<file path="config.mk">
export PLATFORM = sky130hd
export DESIGN_NAME = calc_exec_seq
export DESIGN_NICKNAME = d
export VERILOG_FILES = /design/src/rtl/calc_pkg.sv /design/src/rtl/calc_div_unit.sv /design/src/rtl/calc_exec_seq.sv
export SDC_FILE = /design/constraint.sdc
export NUM_CORES = 1
export LEC_CHECK = 0
export ABC_AREA = 1
export BUFFER_PORTS_ARGS = -buffer_cell sky130_fd_sc_hd__clkbuf_2
export CAP_MARGIN = 25
export CORE_ASPECT_RATIO = 1.4
export CORE_MARGIN = 4
export CORE_UTILIZATION = 40
export CTS_CLUSTER_DIAMETER = 50
export CTS_CLUSTER_SIZE = 40
export DETAILED_ROUTE_END_ITERATION = 8
export PLACE_DENSITY = 0.6
export SKIP_LAST_GASP = 1
export SLEW_MARGIN = 25
export SYNTH_ARGS = -nofsm -noshare
export SYNTH_HDL_FRONTEND = slang
export SYNTH_HIERARCHICAL = 1
export SYNTH_SLANG_ARGS = --single-unit
</file>
<file path="constraint.sdc">
create_clock -name clk -period 5.21 [get_ports clk]
set_input_delay 0.521 -clock clk [delete_from_list [all_inputs] [get_ports clk]]
set_output_delay 0.521 -clock clk [all_outputs]
set_load 0.02 [all_outputs]
</file>
<file path="src/rtl/calc_pkg.sv">
// Shared constants for the calculator datapath: operator codes, sequencer
// state encoding and the default datapath width.
package calc_pkg;

  localparam int CALC_W = 16;

  localparam logic [1:0] OP_ADD = 2'b00;
  localparam logic [1:0] OP_SUB = 2'b01;
  localparam logic [1:0] OP_MUL = 2'b10;
  localparam logic [1:0] OP_DIV = 2'b11;

  localparam logic [3:0] S_IDLE   = 4'd0;
  localparam logic [3:0] S_POP_OP = 4'd1;
  localparam logic [3:0] S_POP_B  = 4'd2;
  localparam logic [3:0] S_POP_A  = 4'd3;
  localparam logic [3:0] S_EXEC   = 4'd4;
  localparam logic [3:0] S_DIV    = 4'd5;
  localparam logic [3:0] S_PUSH   = 4'd6;
  localparam logic [3:0] S_DONE   = 4'd7;
  localparam logic [3:0] S_ERR    = 4'd8;

endpackage

</file>
<file path="src/rtl/calc_div_unit.sv">
// Iterative unsigned restoring divider: one quotient bit per cycle, W steps.
// The first step happens on the go edge so done lands W cycles after go.
module calc_div_unit
  import calc_pkg::*;
#(
  parameter int W = CALC_W
) (
  input  logic         clk,
  input  logic         reset,
  input  logic         go,
  input  logic [W-1:0] dividend,
  input  logic [W-1:0] divisor,
  output logic         busy,
  output logic         done,
  output logic [W-1:0] quotient
);

  localparam int CW = $clog2(W);

  logic [W-1:0]  rem_r;
  logic [W-1:0]  quo_r;
  logic [W-1:0]  dvs_r;
  logic [CW-1:0] cnt_r;

  // Shift the next dividend bit into the remainder; subtract when it fits.
  function automatic logic [2*W-1:0] div_step(input logic [W-1:0] rem,
                                              input logic [W-1:0] quo,
                                              input logic [W-1:0] dvs);
    logic [W:0]   sh;
    logic [W-1:0] rem_n;
    logic         qbit;
    sh = {rem, quo[W-1]};
    if (sh >= {1'b0, dvs}) begin
      rem_n = W'(sh - {1'b0, dvs});
      qbit  = 1'b1;
    end else begin
      rem_n = sh[W-1:0];
      qbit  = 1'b0;
    end
    return {rem_n, quo[W-2:0], qbit};
  endfunction

  always_ff @(posedge clk) begin
    if (!reset) begin
      busy  <= 1'b0;
      rem_r <= '0;
      quo_r <= '0;
      dvs_r <= '0;
      cnt_r <= '0;
    end else if (go) begin
      {rem_r, quo_r} <= div_step('0, dividend, divisor);
      dvs_r          <= divisor;
      cnt_r          <= CW'(W - 1);
      busy           <= 1'b1;
    end else if (busy) begin
      if (cnt_r == '0) begin
        busy <= 1'b0;
      end else begin
        {rem_r, quo_r} <= div_step(rem_r, quo_r, dvs_r);
        cnt_r          <= cnt_r - 1'b1;
      end
    end
  end

  assign done     = busy && (cnt_r == '0);
  assign quotient = quo_r;

endmodule

</file>
<file path="src/rtl/calc_exec_seq.sv">
// Execution sequencer: pops an operator and two operands, evaluates, pushes
// the result back onto the operand stack and pulses complete.
module calc_exec_seq
  import calc_pkg::*;
#(
  parameter int W = CALC_W
) (
  input  logic         clk,
  input  logic         reset,
  input  logic         start,
  input  logic         op_empty,
  input  logic [1:0]   op_top,
  input  logic         opnd_empty,
  input  logic [W-1:0] opnd_top,
  output logic         op_pop,
  output logic         opnd_pop,
  output logic         opnd_push,
  output logic [W-1:0] opnd_din,
  output logic         busy,
  output logic         complete,
  output logic         err
);

  logic [3:0]   state_r;
  logic [3:0]   state_nx;
  logic [1:0]   op_r;
  logic [W-1:0] a_r;
  logic [W-1:0] b_r;
  logic [W-1:0] res_r;
  logic         err_r;

  logic         div_go;
  logic         div_busy;
  logic         div_done;
  logic [W-1:0] div_q;

  assign div_go = (state_r == S_EXEC) && (op_r == OP_DIV) && (b_r != '0);

  calc_div_unit #(.W(W)) u_div (
    .clk      (clk),
    .reset    (reset),
    .go       (div_go),
    .dividend (a_r),
    .divisor  (b_r),
    .busy     (div_busy),
    .done     (div_done),
    .quotient (div_q)
  );

  always_comb begin
    state_nx = state_r;
    case (state_r)
      S_IDLE:   if (start) state_nx = S_POP_OP;
      S_POP_OP: state_nx = op_empty   ? S_ERR : S_POP_B;
      S_POP_B:  state_nx = opnd_empty ? S_ERR : S_POP_A;
      S_POP_A:  state_nx = opnd_empty ? S_ERR : S_EXEC;
      S_EXEC:   state_nx = div_go ? S_DIV : S_PUSH;
      // A divider that is not running can never finish, so leave rather than hang.
      S_DIV:    if (div_done || !div_busy) state_nx = S_PUSH;
      S_PUSH:   state_nx = S_DONE;
      S_DONE:   state_nx = S_IDLE;
      S_ERR:    state_nx = S_IDLE;
      default:  state_nx = S_IDLE;
    endcase
  end

  always_ff @(posedge clk) begin
    if (!reset) begin
      state_r <= S_IDLE;
      op_r    <= '0;
      a_r     <= '0;
      b_r     <= '0;
      res_r   <= '0;
      err_r   <= 1'b0;
    end else begin
      state_r <= state_nx;
      case (state_r)
        S_IDLE:   if (start) err_r <= 1'b0;
        S_POP_OP: if (op_empty) err_r <= 1'b1; else op_r <= op_top;
        S_POP_B:  if (opnd_empty) err_r <= 1'b1; else b_r <= opnd_top;
        S_POP_A:  if (opnd_empty) err_r <= 1'b1; else a_r <= opnd_top;
        S_EXEC: begin
          case (op_r)
            OP_ADD: res_r <= a_r + b_r;
            OP_SUB: res_r <= a_r - b_r;
            OP_MUL: res_r <= a_r * b_r;
            default: begin
              if (b_r == '0) begin
                err_r <= 1'b1;
                res_r <= '0;
              end
            end
          endcase
        end
        S_DIV:    if (div_done) res_r <= div_q;
        default:  ;
      endcase
    end
  end

  assign op_pop    = (state_r == S_POP_OP) && !op_empty;
  assign opnd_pop  = ((state_r == S_POP_B) || (state_r == S_POP_A)) && !opnd_empty;
  assign opnd_push = (state_r == S_PUSH);
  assign opnd_din  = res_r;
  assign busy      = (state_r != S_IDLE);
  assign complete  = (state_r == S_DONE) || (state_r == S_ERR);
  assign err       = err_r;

endmodule
</file>
==> results of run 1 <==
## critical path: stages (launching register included)
cell	delay [ns]
dfxtp_4	0.38
buf_6	0.14
nand2_1	0.05
inv_1	0.04
fa_1	0.48
inv_1	0.05
fa_1	0.47
inv_1	0.05
fa_1	0.51
fa_2	0.45
fa_1	0.51
inv_2	0.05
fa_1	0.52
inv_2	0.05
ha_4	0.21
buf_6	0.13
a21oi_2	0.13
o21a_1	0.13
nand2_1	0.06
a31oi_2	0.17
inv_1	0.06
nand3_1	0.07
nand3_1	0.07
nand2_1	0.09
nand2_1	0.06
a21oi_2	0.13
## through the flow
stage | setup WS, ns | TNS (ns) | std cells
3_5_place_dp | -0.216 | -0.932 | 2181
2_1_floorplan | 0.0379 | 0 | 1733
5_1_grt | -0.186 | -0.445 | 2214
3_3_place_gp | -0.182 | -0.772 | 2181
4_1_cts | 0.000913 | 0 | 2200
6_report | 0.0873 | 0 | 2214
## worst paths after layout
check,from,end
setup reg to reg,b_r[4],opnd_din[15]
hold / removal,opnd_top[11],b_r[11]
setup / recovery,b_r[4],opnd_din[15]
hold reg to reg,u_div/dvs_r[13],u_div/dvs_r[13]
## power by group through the flow
stage / combinational [mW] / clock [mW] / sequential [mW]
after floorplan: 0.429 / 0 / 0.867
after global placement: 0.679 / 0 / 0.877
after detailed placement: 0.671 / 0 / 0.877
after CTS: 0.680 / 0.804 / 0.855
after global routing: 0.761 / 0.822 / 0.856
final: 0.696 / 0.786 / 0.854
## cell usage after synthesis, drive strengths merged
master   number  share of area (%)
ha           90                9.8
o32ai         1              0.076
clkbuf       31                1.0
o31ai         2               0.13
clkinv        8               0.33
nor2         83                3.1
a21o          5               0.33
o211ai        4               0.30
nand3       110                5.1
o21bai        4               0.26
or2           5               0.27
fa           82                 14
buf          36                2.1
xor2         19                1.4
o21ai       106                4.6
a31oi        16               0.87
a221oi        2               0.15
a31o          1              0.076
o2111ai       1              0.076
a32o          1              0.087
o21a          1              0.065
inv         376                 12
nor4          1              0.054
nand4         9               0.49
nand2       442                 15
and2          4               0.22
nor3         15               0.78
xnor2         6               0.46
a21oi       133                5.9
a22oi         9               0.59
o22ai         3               0.16
nand3b       17                1.1
a41oi         1              0.076
dfxtp       108                 19
a211oi        1              0.065
## repair_timing
action	4_1_cts	5_1_grt
pin swaps	12	59
setup buffers	4	14
endpoints found under the setup margin	6	8
gates resized for setup	37	72
hold buffers	0	0
hold endpoints to repair	0	0
## registers in the layout (all words and copies together), names as in the netlist
name,flops
u_div/busy,1
u_div/rem_r,16
a_r,16
u_div/quotient,16
state_r,4
b_r,16
u_div/dvs_r,16
u_div/cnt_r,4
opnd_din,16
op_r,2
err,1
## layout make-up
class	count	area, sq um
well taps	375	469
fillers	2959	15000
repair buffers	157	1120
clock buffers	9	225
flip-flops and latches	108	2210
inverters	384	1450
multi-input cells	1174	7800
clock inverters	7	97.6
## cell families after synthesis
group,after synthesis,synth area share [%]
AND/OR/NAND/NOR,686,25.8
buffers and inverters,451,15.7
AO/OA/AOI/OAI,291,13.8
adder cells (fa/ha/maj),172,24.0
flip-flops,108,18.7
XOR/XNOR,25,1.90
## routing by layer
layer / routed length (microns) / vias to the layer above / global-route usage, %
li1: - / 5590 / -
met1: 15500 / 5317 / 29.8
met2: 18800 / 298 / 41.8
met3: 2050 / 120 / 4.21
met4: 2690 / 0 / 14.6
met5: 0 / - / 0
==> qor.txt, run 1 <==
RePlAce Congestion - 0.952
Post-DP HPWL - 31300 microns
I/O pin cnt - 45
critical path class - register to register
Pint - 1.46 mW
core area - 28400 sq um
layout cells sized above 1 - 16.0%
switch share - 37.4%
Routed WL per cell - 17.7 microns
synthesized area - 11500 sq um
layout overhead on the synthesized area - 16.0%
Hold Crit Class - input port to register
global-route wire length before repair - 61100 microns
most frequent cells in the layout - nand2_1 (425), inv_1 (358), a21oi_1 (120)
synthesized net count - 1928
clock sink total - 108
vias in the first global route - 11300
CTS buffer count - 9
final count of hold timing violations - 0
Netlist cell types - 54
Final Max Slew Viols - 0
CP required - 5.52 ns
Max Fclk - 195 MHz
clk slew on worst S/H paths - 0.08 ns
Worst slew margin - 29.4%
nets@finish - 2029
Reg2Reg Setup Slack - 0.09 ns
Post-Route WL - 39100 microns
period utilization - 98.3%
Setup Skew - 0.0120 ns
Layout Utilization - 47.1%
Period minus WS final - 5.12 ns
Final Power - 2.34 mW
Syn Area/Cell - 6.65 sq um
first-pass iteration count of the detailed router - 5
Crit. End Element - register
remaining antenna violation count - 0
max cap viols - 0
CTS tree - done
Max Root-Sink Buffers - 2
Clk Latency, worst-skew pair - 0.37 ns
leak pwr - 7.15 nW
worst slew pin tran - 1.06 ns
via count - 11300
unrepaired setup endpoints after global routing - true
Gate Count Post-Synth - 1733
outcome - completed
clk root buf - clkbuf_16
H-tree levels - 3
I/O Buffers - 44
largest net degree at the start of global routing - 43
hold path depth - 3
GRT Total Usage - 25.0%
DIE AREA - 31600 sq um
P_sw - 0.874 mW
DRC viols - 0
chip height - 209 microns
cell area after placement - 12600 sq um
Synth Warn # - 6
Worst VDD drop - 0.000155 V
commonest non-fill, non-tap cell in the layout - nand2_1
post-synthesis sequential element count - 108
Die Wd - 151 microns
Clk pwr share - 33.6%
Vias/cell - 5.12
worst reg2reg path depth - 25
final setup violation count - 0
initial antenna violation count - 0
DR iter-0 viols - 808
hold slack - 0.400 ns
Flop pwr share - 36.6%
worst-path maximum fanout - 5
Core Rows - 73
Worst setup SP type - register
Pwr Density - 175 nW/um^2
Post-Layout Inst Area - 13400 sq um
Seq/Total Area, Yosys - 18.8%
grt ovf - 0
CP arrival - 5.43 ns
n_diodes - 0
initial core utilization - 40.6%
Gate power share - 29.8%
Note: power is estimated with default switching activity, not from simulation.
==> run 2: changes to the inputs <==
--- a/config.mk
+++ b/config.mk
@@ -15,9 +15,7 @@
 export CTS_CLUSTER_SIZE = 40
 export DETAILED_ROUTE_END_ITERATION = 8
 export PLACE_DENSITY = 0.6
-export SKIP_LAST_GASP = 1
 export SLEW_MARGIN = 25
 export SYNTH_ARGS = -nofsm -noshare
 export SYNTH_HDL_FRONTEND = slang
-export SYNTH_HIERARCHICAL = 1
 export SYNTH_SLANG_ARGS = --single-unit
==> run 2 against run 1 <==
Effect of this change:
- setup slack worse by 0.0045 ns
- hold slack improved by 0.028 ns
- count of clock-buffer cells in the layout is 2 higher
- flip-flop and latch count is the same
- sequential power decreased by 0.5%
- register-to-register slack about the same
- final area fell by 4.0%
- critical path depth down 1
- routed wire length is 13% lower
- critical endpoint unchanged
- combinational power fell by 17%
- clock power rose by 0.8%
- die area shrank 3.3%
==> qor.txt, run 2 <==
largest net degree at the start of global routing - 54
Gate Count Post-Synth - 1610
Core Rows - 72
Clk pwr share - 35.7%
I/O pin cnt - 45
DIE AREA - 30600 sq um
Clk Latency, worst-skew pair - 0.36 ns
hold slack - 0.428 ns
clock sink total - 108
n_diodes - 0
initial antenna violation count - 0
clk root buf - clkbuf_16
final setup violation count - 0
DR iter-0 viols - 781
commonest non-fill, non-tap cell in the layout - nand2_1
async set or reset register ratio after synthesis - 0%
CTS tree - done
vias in the first global route - 10700
grt ovf - 0
chip height - 205 microns
Post-Route WL - 34200 microns
Worst setup SP type - register
Post-synth EDFFs - 0
Max Root-Sink Buffers - 2
fin worst setup slack - 0.0828 ns
cell taking the most area after synthesis - dfxtp_1
max cap viols - 0
Flop pwr share - 38.3%
pre-CTS setup slack - -0.470 ns
RePlAce Congestion - 0.932
Gate power share - 26.0%
GRT Total Usage - 22.7%
Final Max Slew Viols - 0
Pint - 1.49 mW
H-tree levels - 3
unrepaired setup endpoints after global routing - true
initial core utilization - 40.4%
Syn Area/Cell - 6.92 sq um
outcome - completed
Seq/Total Area, Yosys - 19.4%
nets@finish - 1881
P_sw - 0.727 mW
Hold Crit Class - input port to register
Routed WL per cell - 16.6 microns
period utilization - 98.4%
Fill cells - 2902
CP required - 5.51 ns
worst-path maximum fanout - 5
Period minus WS final - 5.13 ns
switch share - 32.8%
Die Wd - 149 microns
ys flop type - dfxtp_1
first-pass iteration count of the detailed router - 6
DRC viols - 0
Netlist cell types - 55
Setup Skew - 0.0129 ns
Crit. End Element - register
Max Fclk - 195 MHz
top-area cell type share of the netlist area - 19.4%
top cells by area, synth - dfxtp_1 (19%), fa_1 (15%), nand2_1 (13%)
via count - 10600
worst slew pin tran - 0.997 ns
final count of hold timing violations - 0
CP arrival - 5.43 ns
post-synthesis sequential element count - 108
Vias/cell - 5.14
Pwr Density - 173 nW/um^2
Post-DP HPWL - 27600 microns
remaining antenna violation count - 0
Worst VDD drop - 0.000191 V
CTS buffer count - 9
synthesized net count - 1806
global-route wire length before repair - 55100 microns
clk slew on worst S/H paths - 0.08 ns
flip-flop and latch area - 2210 sq um
Synth Warn # - 0
critical path class - register to register
Final Power - 2.22 mW
Worst slew margin - 33.4%
Post-CTS Hold Buffers - 0
Synth top cells by count - nand2_1 (372), inv_1 (319), a21oi_1 (152)
most frequent cells in the layout - nand2_1 (359), inv_1 (307), a21oi_1 (144)
layout cells sized above 1 - 15.9%
layout overhead on the synthesized area - 15.3%
I/O Buffers - 44
count leader, synth - nand2_1
multi-input logic area - 7650 sq um
core area - 27600 sq um
leak pwr - 6.82 nW
synthesized area - 11100 sq um
run 2: cell types whose count changed after synthesis, sizes merged, moves of 5 or more:
cell,delta
o211ai,+12
nand2,-64
clkinv,-5
a21oi,+21
a22oi,-8
xnor2,+6
clkbuf,+6
nand3b,-15
xor2,+11
nor4,+6
nand3,-46
inv,-47
run 2: cell families after synthesis:
kind of cell | Yosys count | share of synthesized area (%)
DFF | 108 | 19.4
buffers and inverters | 401 | 14.5
and+or+nand+nor | 560 | 21.4
adders and majority gates | 173 | 25.0
AOI/OAI and AO/OA | 326 | 16.4
xor gates and xnor gates | 42 | 3.30
run 2: per-layer routing:
metal / share of wire (%) / wire, microns / vias to the layer above / GRT usage (%)
li1: - / - / 5219 / -
met5: 0 / 0 / - / 0
met4: 2.8 / 964 / 0 / 6.48
met1: 40 / 13600 / 5040 / 26.7
met2: 53 / 18200 / 279 / 43.8
met3: 4.1 / 1380 / 56 / 1.45
run 2: path summary, 6_finish.rpt:
kind	start	cells after the start	endpoint	slack (ns)
worst min-delay path	opnd_top[3]	3	a_r[3]	0.43
worst min register to register	u_div.dvs_r[9]	2	u_div.dvs_r[9]	0.47
worst max register to register	b_r[3]	24	opnd_din[15]	0.08
worst max-delay path	b_r[3]	24	opnd_din[15]	0.08
run 2: power groups by stage:
stage | combinational (mW) | clock [mW] | sequential (mW)
floorplan | 0.408 | 0 | 0.867
global placement | 0.569 | 0 | 0.873
detailed placement | 0.568 | 0 | 0.873
CTS | 0.571 | 0.806 | 0.852
global route | 0.649 | 0.836 | 0.851
finish | 0.576 | 0.792 | 0.850
run 2: timing repair:
action                     in CTS  in global routing
setup endpoints to repair       5                  6
pin swaps                      13                 33
gates resized for setup        37                 66
buffers inserted                2                  2
run 2: cell type report:
| class | instances | area share (%) |
|---|---|---|
| inverters | 332 | 9.74 |
| repair buffers | 133 | 7.14 |
| clock buffers | 11 | 1.97 |
| well taps | 370 | 3.61 |
| flip-flops and latches | 108 | 17.2 |
| multi-input cells | 1101 | 59.6 |
| clock inverters | 5 | 0.731 |
run 2: critical path: stages, from the launching register on:
cell	delay, ns
dfxtp_4	0.37
buf_6	0.12
nand2_2	0.05
inv_2	0.04
fa_1	0.51
inv_2	0.04
fa_1	0.51
inv_2	0.05
fa_1	0.46
fa_1	0.56
inv_2	0.04
fa_1	0.48
fa_2	0.62
inv_4	0.06
ha_4	0.29
nand2_4	0.05
nor2_4	0.10
nand3_2	0.09
nand3_4	0.15
inv_2	0.05
nand2_2	0.07
nand3_4	0.08
nand2_2	0.10
nand2_1	0.05
a21oi_1	0.14
run 2: stage by stage:
step / utilization [%] / cell area, sq um / std cells / TNS, ns
floorplan: - / 11100 / 1610 / 0
global placement: 43.9 / 12100 / 2040 / -1.01
detailed placement: 44.0 / 12100 / 2040 / -1.08
CTS: 45.7 / 12600 / 2058 / -0.0102
global route: 46.6 / 12800 / 2060 / -0.327
finish: 46.6 / 12800 / 2060 / 0
==> run 3: changes to the inputs <==
--- a/config.mk
+++ b/config.mk
@@ -8,13 +8,15 @@
 export ABC_AREA = 1
 export BUFFER_PORTS_ARGS = -buffer_cell sky130_fd_sc_hd__clkbuf_2
 export CAP_MARGIN = 25
-export CORE_ASPECT_RATIO = 1.4
+export CELL_PAD_IN_SITES_DETAIL_PLACEMENT = 0
+export CELL_PAD_IN_SITES_GLOBAL_PLACEMENT = 1
+export CORE_ASPECT_RATIO = 1.5
 export CORE_MARGIN = 4
 export CORE_UTILIZATION = 40
 export CTS_CLUSTER_DIAMETER = 50
 export CTS_CLUSTER_SIZE = 40
 export DETAILED_ROUTE_END_ITERATION = 8
-export PLACE_DENSITY = 0.6
+export PLACE_DENSITY = 0.74
 export SLEW_MARGIN = 25
 export SYNTH_ARGS = -nofsm -noshare
 export SYNTH_HDL_FRONTEND = slang
==> constraint.sdc (replaced) <==
create_clock -name clk -period 5.3 [get_ports clk]
set_input_delay 0.53 -clock clk [delete_from_list [all_inputs] [get_ports clk]]
set_output_delay 0.53 -clock clk [all_outputs]
set_load 0.02 [all_outputs]
==> run 3 against run 2 <==
Effect of this change:
- critical path depth is 3 lower
- utilization hardly changed
- final area is 0.85% lower
- count of clock-buffer cells in the layout stayed put
- first-iteration DRC count is 32% lower
- total power is 1.2% lower
- largest cell class unchanged
- setup slack better by 0.11 ns
==> qor.txt, run 3 (synthesis results as in run 2) <==
critical path class - register to register
Worst setup SP type - register
Post-DP HPWL - 28800 microns
CP arrival - 5.41 ns
Pwr Density - 172 nW/um^2
Post-Route WL - 36000 microns
Period minus WS final - 5.10 ns
reg-to-reg endpoint - opnd_din[15]
Fill cells - 2856
Core Rows - 74
Flop pwr share - 38.2%
hold path depth - 3
DIE AREA - 30600 sq um
outcome - completed
P_sw - 0.733 mW
Die Wd - 144 microns
Setup Skew - 0.0107 ns
switch share - 33.5%
CTS tree - done
most frequent cells in the layout - nand2_1 (366), inv_1 (315), a21oi_1 (146)
worst reg2reg path depth - 21
Pint - 1.46 mW
met2 Track Usage GR - 44.1%
Vias/cell - 5.17
CP required - 5.60 ns
leak pwr - 6.83 nW
initial antenna violation count - 0
CP max-delay cell - fa_2
I/O Buffers - 44
hold path startpoint - op_top[0]
Crit path depth - 21
chip height - 212 microns
clk root buf - clkbuf_16
Max Root-Sink Buffers - 2
Post-CTS Hold Buffers - 0
multi-input logic area - 7550 sq um
Gate power share - 26.4%
Hold Crit Class - input port to register
I/O pin cnt - 45
hold endpoint - op_r[0]
Routed WL per cell - 17.7 microns
global-route wire length before repair - 56300 microns
worst-path maximum fanout - 6
DRC viols - 0
GRT Max-Usage Layer - met2
commonest non-fill, non-tap cell in the layout - nand2_1
CP max stage delay - 0.63 ns
clk slew on worst S/H paths - 0.08 ns
period utilization - 96.3%
grt ovf - 0
Worst slew margin - 38.0%
met3 Usage GRT - 2.59%
worst slew pin tran - 0.925 ns
vias in the first global route - 10700
Max Fclk - 196 MHz
core area - 27300 sq um
initial core utilization - 40.8%
Final Max Slew Viols - 0
flip-flop and latch area - 2220 sq um
via count - 10500
final setup violation count - 0
Clk pwr share - 35.5%
Global Route met1 Usage - 27.4%
first-pass iteration count of the detailed router - 5
CP Buf/Inv Count - 4
GRT Total Usage - 23.9%
Top Family by Delay on Critical Path - adder cells
Reg2Reg Setup Slack - 0.20 ns
Crit. End Element - register
Setup TNS - 0 ns
unrepaired setup endpoints after global routing - true
DR iter-0 viols - 534
layout overhead on the synthesized area - 14.3%
largest net degree at the start of global routing - 47
max cap viols - 0
H-tree levels - 3
remaining antenna violation count - 0
Clk Latency, worst-skew pair - 0.37 ns
final count of hold timing violations - 0
clock sink total - 108
hold slack - 0.435 ns
critical-path cell list - nand2_1, fa_1, fa_1, inv_1, fa_1, fa_1, inv_1, fa_1, fa_2, inv_1, ha_1, nand2_1, nor2_1, nand3_1, nand3_2, inv_1, nand2_1, nand3_1, nand2_1, nand2_1, a21oi_2
layout cells sized above 1 - 14.9%
worst flop-to-flop path startpoint - b_r[6]
CTS buffer count - 9
RePlAce Congestion - 0.938
nets@finish - 1886
Worst VDD drop - 0.000175 V
n_diodes - 0
run 3: cell types whose count changed in the layout (fill, tap and decap cells not counted), sizes merged:
cell / previous run / this run
clkinv: 5 / 4
clkinvlp: 0 / 1
buf: 89 / 94
run 3: routing by layer:
layer  vias to the layer above  part of all wire (%)
met1                      4982                    39
met5                         -                     0
met4                         0                   4.6
li1                       5237                     -
met2                       236                    53
met3                        79                   3.3
run 3: worst reg2reg max path, stage by stage (launching register included):
cell     delay (ns)
dfxtp_4        0.41
nand2_1        0.09
fa_1           0.51
fa_1           0.58
inv_1          0.07
fa_1           0.49
fa_1           0.50
inv_1          0.06
fa_1           0.51
fa_2           0.63
inv_1          0.06
ha_1           0.31
nand2_1        0.08
nor2_1         0.12
nand3_1        0.11
nand3_2        0.08
inv_1          0.04
nand2_1        0.05
nand3_1        0.06
nand2_1        0.09
nand2_1        0.06
a21oi_2        0.13
run 3: per-stage QoR:
| stage | cells | total power [mW] | setup slack, ns | utilization, % | instance area (sq um) |
|---|---|---|---|---|---|
| detailed placement | 2012 | 1.43 | -0.213 | 44.2 | 12100 |
| global placement | 2012 | 1.43 | -0.197 | 44.2 | 12100 |
| global route | 2037 | 2.30 | -0.00969 | 46.6 | 12700 |
| finish | 2037 | 2.19 | 0.196 | 46.6 | 12700 |
| CTS | 2030 | 2.21 | 0.00137 | 45.7 | 12500 |
| floorplan | 1610 | 1.25 | 0.138 | - | 11100 |
run 3: what timing repair did:
action | CTS | global route
cloned | 0 | 0
setup endpoints to repair | 6 | 6
pin swaps | 4 | 26
gates resized for setup | 23 | 56
buffers inserted | 2 | 7
run 3: layout make-up:
cell class                 count  area share [%]
clock buffer                  11            1.99
clock inverter                 5           0.639
inverter                     332            9.81
multi-input combinational   1101            59.3
sequential                   108            17.4
tap                          342            3.36
timing repair buffer         138            7.46
run 3: worst max path at each step:
stage	from	end	slack [ns]
6_report	b_r[6]	opnd_din[15]	0.20
5_1_grt	b_r[6]	opnd_din[14]	-0.01
2_1_floorplan	b_r[3]	opnd_din[13]	0.14
3_3_place_gp	a_r[3]	opnd_din[14]	-0.20
3_5_place_dp	a_r[8]	opnd_din[13]	-0.21
4_1_cts	a_r[0]	opnd_din[13]	0.001
run 3: power by group through the flow:
stage | Clock (mW) | Combinational (mW) | Sequential [mW]
floorplan | 0 | 0.401 | 0.852
global route | 0.821 | 0.643 | 0.838
CTS | 0.792 | 0.575 | 0.840
detailed placement | 0 | 0.573 | 0.860
global placement | 0 | 0.573 | 0.860
finish | 0.778 | 0.578 | 0.836
